`src/rtl/snake_head_move.sv`:
```
// ---------------------------------------------------------------------------
// snake_head_move
// Moves the snake's head one grid cell every TICK_DIV clock cycles. The head
// follows the requested direction, but a request to turn straight back on
// itself is ignored. Reaching a wall stops the game in CRASH until iStart.
//
// Ports
//   iClk        : clock, all logic on the rising edge
//   iRst        : asynchronous, active-high reset
//   iDirection  : requested direction (0=TOP, 1=DOWN, 2=LEFT, 3=RIGHT)
//   iStart      : start / restart request (pulse or level)
//   oHeadX      : head column, 0 is the left edge
//   oHeadY      : head row, 0 is the top edge
//   oHeading    : committed heading, same encoding as iDirection
//   oStep       : one-cycle pulse after each completed move
//   oCrash      : high while in CRASH
//   oRunning    : high while in RUN
// ---------------------------------------------------------------------------
module snake_head_move #(
  parameter int GRID_W   = 40,
  parameter int GRID_H   = 30,
  parameter int TICK_DIV = 12500000,
  parameter int START_X  = 20,
  parameter int START_Y  = 15
) (
  input  logic                      iClk,
  input  logic                      iRst,
  input  logic [1:0]                iDirection,
  input  logic                      iStart,
  output logic [$clog2(GRID_W)-1:0] oHeadX,
  output logic [$clog2(GRID_H)-1:0] oHeadY,
  output logic [1:0]                oHeading,
  output logic                      oStep,
  output logic                      oCrash,
  output logic                      oRunning
);

  localparam int X_W = $clog2(GRID_W);
  localparam int Y_W = $clog2(GRID_H);
  localparam int T_W = $clog2(TICK_DIV);

  localparam logic [1:0] TOP_DIR   = 2'd0;
  localparam logic [1:0] DOWN_DIR  = 2'd1;
  localparam logic [1:0] LEFT_DIR  = 2'd2;
  localparam logic [1:0] RIGHT_DIR = 2'd3;

  localparam logic [X_W-1:0] X_START = X_W'(START_X);
  localparam logic [Y_W-1:0] Y_START = Y_W'(START_Y);
  localparam logic [X_W-1:0] X_LAST  = X_W'(GRID_W - 1);
  localparam logic [Y_W-1:0] Y_LAST  = Y_W'(GRID_H - 1);
  localparam logic [T_W-1:0] T_LAST  = T_W'(TICK_DIV - 1);

  typedef enum logic [1:0] {
    IDLE  = 2'd0,
    RUN   = 2'd1,
    CRASH = 2'd2
  } state_t;

  state_t         state_r;
  logic [T_W-1:0] tick_r;
  logic [X_W-1:0] head_x_r;
  logic [Y_W-1:0] head_y_r;
  logic [1:0]     heading_r;
  logic           step_r;
  logic           crash_r;
  logic           running_r;

  logic           move_s;
  logic [1:0]     cand_dir_s;
  logic [X_W-1:0] next_x_s;
  logic [Y_W-1:0] next_y_s;
  logic           hit_s;

  assign oHeadX   = head_x_r;
  assign oHeadY   = head_y_r;
  assign oHeading = heading_r;
  assign oStep    = step_r;
  assign oCrash   = crash_r;
  assign oRunning = running_r;

  assign move_s = (state_r == RUN) && (tick_r == T_LAST);

  // Candidate heading: the encoding pairs opposites so that flipping bit 0
  // gives the reverse direction (TOP<->DOWN, LEFT<->RIGHT).
  always_comb begin
    cand_dir_s = iDirection;
    if (iDirection == (heading_r ^ 2'b01)) begin
      cand_dir_s = heading_r;
    end else begin
      cand_dir_s = iDirection;
    end
  end

  // Next head position for the candidate heading, flagging a wall hit instead
  // of wrapping when the head already sits on the edge it is moving towards.
  always_comb begin
    next_x_s = head_x_r;
    next_y_s = head_y_r;
    hit_s    = 1'b0;
    case (cand_dir_s)
      TOP_DIR: begin
        if (head_y_r == {Y_W{1'b0}}) begin
          hit_s = 1'b1;
        end else begin
          next_y_s = head_y_r - Y_W'(1);
        end
      end
      DOWN_DIR: begin
        if (head_y_r == Y_LAST) begin
          hit_s = 1'b1;
        end else begin
          next_y_s = head_y_r + Y_W'(1);
        end
      end
      LEFT_DIR: begin
        if (head_x_r == {X_W{1'b0}}) begin
          hit_s = 1'b1;
        end else begin
          next_x_s = head_x_r - X_W'(1);
        end
      end
      RIGHT_DIR: begin
        if (head_x_r == X_LAST) begin
          hit_s = 1'b1;
        end else begin
          next_x_s = head_x_r + X_W'(1);
        end
      end
      default: begin
        hit_s = 1'b0;
      end
    endcase
  end

  // Game FSM, move tick counter and all registered outputs.
  always_ff @(posedge iClk or posedge iRst) begin
    if (iRst) begin
      state_r   <= IDLE;
      tick_r    <= {T_W{1'b0}};
      head_x_r  <= X_START;
      head_y_r  <= Y_START;
      heading_r <= TOP_DIR;
      step_r    <= 1'b0;
      crash_r   <= 1'b0;
      running_r <= 1'b0;
    end else begin
      step_r <= 1'b0;
      case (state_r)
        IDLE, CRASH: begin
          tick_r <= {T_W{1'b0}};
          if (iStart) begin
            state_r   <= RUN;
            head_x_r  <= X_START;
            head_y_r  <= Y_START;
            heading_r <= TOP_DIR;
            crash_r   <= 1'b0;
            running_r <= 1'b1;
          end else begin
            state_r <= state_r;
          end
        end
        RUN: begin
          // iStart has no effect here, including on the wall-hit cycle.
          if (move_s) begin
            tick_r    <= {T_W{1'b0}};
            heading_r <= cand_dir_s;
            if (hit_s) begin
              state_r   <= CRASH;
              crash_r   <= 1'b1;
              running_r <= 1'b0;
            end else begin
              head_x_r <= next_x_s;
              head_y_r <= next_y_s;
              step_r   <= 1'b1;
            end
          end else begin
            tick_r <= tick_r + T_W'(1);
          end
        end
        default: begin
          state_r   <= IDLE;
          tick_r    <= {T_W{1'b0}};
          crash_r   <= 1'b0;
          running_r <= 1'b0;
        end
      endcase
    end
  end

endmodule
```
`config.mk`:
```
export PLATFORM = sky130hd
export DESIGN_NAME = snake_head_move
export DESIGN_NICKNAME = d
export VERILOG_FILES = /design/src/rtl/snake_head_move.sv
export SDC_FILE = /design/constraint.sdc
export NUM_CORES = 1
export LEC_CHECK = 0
export BUFFER_PORTS_ARGS = -buffer_cell sky130_fd_sc_hd__clkbuf_2
export CORE_ASPECT_RATIO = 1.1
export CORE_MARGIN = 5
export CORE_UTILIZATION = 30
export CTS_BUF_LIST = sky130_fd_sc_hd__clkbuf_2
export DETAILED_ROUTE_END_ITERATION = 12
export PLACE_DENSITY_LB_ADDON = 0.05
export SYNTH_ARGS = -nofsm -noshare
export SYNTH_HDL_FRONTEND = slang
export SYNTH_SLANG_ARGS = --single-unit
export TNS_END_PERCENT = 20
```
`constraint.sdc`:
```
create_clock -name iClk -period 5.7 [get_ports iClk]
set_input_delay 0.57 -clock iClk [delete_from_list [all_inputs] [get_ports iClk]]
set_output_delay 0.57 -clock iClk [all_outputs]
set_load 0.03 [all_outputs]
```
== After elaboration in Yosys (flattened, before gate mapping) ==
Cells that the tools add are included.

* Bits in registers: 42
* Latch bits: 0
* RAM bits: 0
* Memory bits (read-only): 0
* Bits of input ports: 5
* Output and inout port bits: 16
* Memories kept: 0

* $add $sub $neg: 5
* Multipliers: 0
* Div/mod/pow operators: 0
* Order comparisons: 0
* Eq/ne operators: 19
* Shift operators: 0
* Multiplexer cells: 40
* Bitwise gates (word level): 1
* Reductions and logical operators: 11

{| class="wikitable"
|+ Operators with widths
! cell !! count
|-
| 24-bit two-way mux || 2
|-
| 6-bit two-way mux || 5
|-
| 5-bit two-way mux || 5
|-
| 24-bit by 1-bit adder with 24-bit output (second input constant) || 1
|-
| 24-bit == test (second input constant) || 1
|-
| 6-bit one-hot mux with 2 select lines || 2
|-
| 5-bit one-hot mux with 2 select lines || 2
|-
| 7-bit AND reduction || 2
|-
| 1-bit two-way mux || 13
|-
| 2-bit two-way mux || 6
|-
| 3-bit inequality test (second input constant) || 4
|-
| 2-bit inequality test (second input constant) || 4
|-
| 2-bit one-hot mux with 2 select lines || 2
|-
| 6-bit by 1-bit adder with 6-bit output (second input constant) || 1
|-
| 2-bit == test (second input constant) || 3
|-
| 6-bit == test (second input constant) || 1
|-
| 6-bit logical NOT || 1
|-
| 3-bit by 1-bit inequality test with 1-bit output (second input constant) || 2
|-
| 3-bit AND reduction || 2
|-
| 6-bit by 1-bit subtractor with 6-bit output (second input constant) || 1
|-
| 5-bit by 1-bit adder with 5-bit output (second input constant) || 1
|-
| 5-bit == test (second input constant) || 1
|-
| 5-bit logical NOT || 1
|-
| 5-bit by 1-bit subtractor with 5-bit output (second input constant) || 1
|-
| 9 further kinds || 12
|}

== Longest topological paths before layout ==
* Word-level depth: 8
* Depth in mapped cells: 11

== Worst setup path before layout ==
OpenSTA, ideal clock, no wires.

* Kind: in2reg
* From: in iDirection[1]
* To: reg head_y_r[4] (netlist: oHeadY[4])
* Data arrival time: 2.729 ns
* Setup slack: 2.834 ns
* Cell stages on the path: 9
* Buffers on the path: 1
* Path through: buf_4 or2_2 ha_1 nor2b_1 o21a_1 or3_1 a2111o_1 a221oi_1 o32ai_1

* Word-level cells in the longest chain between the ends: 7
* Elaborated cells between the ends (all ways): 16
* Those cells by class: eq/ne (8); mux (6); reduce/logical (2)

{| class="wikitable"
|+ RTL lines
! what !! RTL line !! source
|-
| from (decl) || 28 || <nowiki>input logic [1:0] iDirection,</nowiki>
|-
| 2-bit == test || 87 || <nowiki>if (iDirection == (heading_r ^ 2'b01)) begin</nowiki>
|-
| 2-bit two-way mux * || 87 ||
|-
| 2-bit by 1-bit == test with 1-bit output / 2-bit logical NOT (equally long branches) || 100 || <nowiki>case (cand_dir_s)</nowiki>
|-
| 5-bit one-hot mux with 2 select lines || 100 ||
|-
| 5-bit two-way mux || 167 || <nowiki>if (hit_s) begin</nowiki>
|-
| 5-bit two-way mux || 164 || <nowiki>if (move_s) begin</nowiki>
|-
| 5-bit one-hot mux with 2 select lines || 148 || <nowiki>case (state_r)</nowiki>
|-
| to (signal assigned) || 173 || <nowiki>head_y_r <= next_y_s;</nowiki>
|-
| to (decl) || 62 || <nowiki>logic [Y_W-1:0] head_y_r;</nowiki>
|}

Mark *: on every way between the ends. The rest lies on a longest branch, timed or not. The select of a mux whose other input is x is not followed.
A chain may end at the register's enable or synchronous reset.

== Final worst setup path ==
* From: reg heading_r[1] (netlist: oHeading[1])
* To: reg head_x_r[5] (netlist: oHeadX[5])

* Word-level cells in the longest chain between the ends: 7
* Elaborated cells between the ends (all ways): 16
* Those cells by class: eq/ne (8); mux (6); reduce/logical (2)

{| class="wikitable"
|+ RTL lines
! what !! RTL line !! source
|-
| from (decl) || 63 || <nowiki>logic [1:0] heading_r;</nowiki>
|-
| from (signal assigned) || 166 || <nowiki>heading_r <= cand_dir_s;</nowiki>
|-
| 2-bit == test || 87 ||
|-
| 2-bit two-way mux * || 87 ||
|-
| 2-bit == test || 100 ||
|-
| 6-bit one-hot mux with 2 select lines || 100 ||
|-
| 6-bit two-way mux || 167 ||
|-
| 6-bit two-way mux || 164 ||
|-
| 6-bit one-hot mux with 2 select lines || 148 ||
|-
| to (signal assigned) || 172 || <nowiki>head_x_r <= next_x_s;</nowiki>
|-
| to (decl) || 61 || <nowiki>logic [X_W-1:0] head_x_r;</nowiki>
|}

Marks and branches as above.

==> impl_metrics.toml <==
[outcome]
status = "complete, no violations"

[layout]
fin_area_um2 = 2736
area_delta_synth_final_pct = 10.68
layout.nets = 285
num_antenna_cells = 0
fill_cells = 873
drive_above_1_share_pct = 21.77

[synthesis]
synth_edf_count = 0
synth_top_area_share_pct = 35.43
synth_most_common_cell = "nor2_1"
synth.top_cells.by_area = "dfrtp_1 35%, xor2_1 6.7%, dfstp_2 6.4%"
netlist_instances = 247
ys.flop_type = "dfrtp_1"
ys_top_cells_by_count = "36 x nor2_1, 35 x dfrtp_1, 19 x nand2_1, 19 x xor2_1, 10 x nand3_1"
yosys.cell_types.count = 56
synthesis.nets = 262
ys_ff_latch = 41
synth_area_um2 = 2472
ys_seq_area_share_pct = 41.80
synth_area_leader_cell = "dfrtp_1"
ys_warn_count = 0
synthArstFlopShare_pct = 100.0
avgSynthCellArea_um2 = 10.01

[grt]
grt_overflow = 0
grt_pass1_vias = 1923
grt_pass1_wl_mm = 9.625
antenna_found_initial = 0
grt_use_total_pct = 12.07
grt_max_degree = 42

[drt]
dr.pass1.iters = 4
final_antenna_net_count = 0
via_count = 1830
routed_via_density = 4.828
remaining_drc_errors = 0
routedWlPerCell_um = 14.54
drt_iter0_drc = 48
drt_wl_total_mm = 5.511

[place]
dp_slack_ns = 2.504
dp_hpwl_mm = 3.939
place_congestion = 0.7386
placed_area_um2 = 2696
io_buffer_count = 20

[floorplan]
die_x_um = 96.56
die_area_um2 = 10160
num_rows = 34
io_pins = 21
dieHeight_um = 105.2
start_util_pct = 30.91
core-area_um2 = 7998

[run]
maxCapViolCount = 0

[critical_path]
crit_type = "flop to flop"
r2r_slack_ns = 2.79
endpoint_kind = "flop"
r2r_end = "oHeadX[5]"
r2r_cells = 10
required_ns = 6.04
start_kind = "flop"
r2r_start = "oHeading[1]"
arrival_ns = 3.25
path_max_fanout = 6

[power_and_ir_drop]
seq_power_share_pct = 43.7
p_total_mw = 1.006
powerDensity_nw_per_um2 = 367.8
p_int_mw = 0.5809
switching_share_pct = 42.28
clkPwrFrac_pct = 13.1
vdd.ir_drop.worst_uv = 236.2
p_switching_mw = 0.4256
combPwrFrac_pct = 43.2
p_leak_nw = 1.248

[clocking]
path_clk_slew_ns = 0.23
htreeDepth = 2
insertion_delay_ns = 0.41
cts_tree = "built"
clockBufferDepth = 2
postCtsSetupBuffers = 0
cts_hold_buf = 0
cts_sinks = 41
cts_resized = 0
cts_made_buffers = 5
cts-root-buf = "clkbuf_2"

[timing]
rsz0062_at_grt = "no"
finalClockSkew_ns = 0.02580
min_period_ns = 2.911
fmax_mhz = 343.5
fin_crit_sh_pct = 51.07
setup_viol = 0
timing.final.hold_violations = 0
final-max-slew-violation-count = 0
setup_slack_ns = 2.789
worst_slew_pin_slew_ns = 0.8267
slew-limit-headroom_pct = 44.46
setup_tns_ns = 0

[min_path]
min_path_type = "primary input to async pin"
[cell usage in the layout, fill, tap and decap left out, types with 3 or more instances in the layout]
master    netlist  routed
dfrtp_1        35      35
nand3_1        10      10
inv_1           8       7
and3_1          5       5
a21o_1          4       4
o211ai_1        3       3
a21oi_1         4       4
and2_1          3       3
dfstp_2         6       6
ha_1            8       8
mux2_4          5       5
mux2_2          5       5
o21ai_0         6       6
mux2i_1         4       4
xor2_1         19      19
nand4_1         6       6
nand2_1        19      19
clkbuf_2        0      26
nor4_1          3       3
nor2b_1         4       4
nor2_1         36      36
xnor2_1         8       8
[stage by stage]
step	util, %	hold WS, ns	instances
CTS	34.21	0.2344	379
global placement	33.71	0.4810	371
finish	34.21	0.2349	379
global route	34.21	0.2432	379
detailed placement	33.71	0.4861	371
floorplan	-	0.4549	247
[critical path: stages, from the launching register on]
cell,delay (ns)
dfrtp_1,0.48
xnor2_1,0.27
mux2_2,0.40
nand2_1,0.21
ha_1,0.29
a211oi_1,0.29
o21bai_1,0.11
a21oi_1,0.17
xor2_1,0.10
or3_1,0.34
o211ai_1,0.17
[power by group through the flow]
| stage | sequential [mW] | combinational (mW) | clock [mW] |
|---|---|---|---|
| 2_1_floorplan | 0.503 | 0.274 | 0 |
| 3_3_place_gp | 0.448 | 0.440 | 0 |
| 3_5_place_dp | 0.446 | 0.441 | 0 |
| 4_1_cts | 0.441 | 0.443 | 0.144 |
| 5_1_grt | 0.454 | 0.493 | 0.156 |
| 6_report | 0.440 | 0.435 | 0.132 |
[cell families after synthesis]
family | synth area share (%)
compound gates | 10.27
xor+xnor | 9.565
fa+ha+maj | 5.668
buf+inv | 2.581
flops | 41.80
mux | 7.490
simple gates | 22.62
[flip-flops by register name (all words and copies together) (netlist names)]
signal	count
oHeadX	6
oHeadY	5
oHeading	2
oRunning	1
oStep	1
state_r	2
tick_r	24
[cell type report]
class | instances | area [µm²] | share of cell area [%]
multi-input cells | 190 | 1375 | 50.25
well taps | 108 | 135.1 | 4.938
inverters | 10 | 37.54 | 1.372
flip-flops and latches | 41 | 1033 | 37.77
clock inverters | 2 | 10.01 | 0.3658
repair buffers | 22 | 115.1 | 4.207
clock buffers | 6 | 30.03 | 1.097
[layer usage]
layer | vias up | part of all wire, % | GRT usage, %
li1 | 916 | - | -
met1 | 888 | 47 | 16.00
met2 | 21 | 49 | 19.38
met3 | 5 | 2.7 | 2.780
met4 | 0 | 1.3 | 3.707
met5 | - | 0 | 0
[worst max-delay path by stage]
stage | from | end | depth (start not counted)
2_1_floorplan | iDirection[1] | oHeadY[4] | 9
3_3_place_gp | iDirection[1] | oHeadX[5] | 11
3_5_place_dp | iDirection[1] | oHeadX[5] | 11
4_1_cts | oHeading[1] | oHeadX[5] | 10
5_1_grt | oHeading[1] | oHeadX[5] | 10
6_report | oHeading[1] | oHeadX[5] | 10
Note: power is estimated with default switching activity, not from simulation.
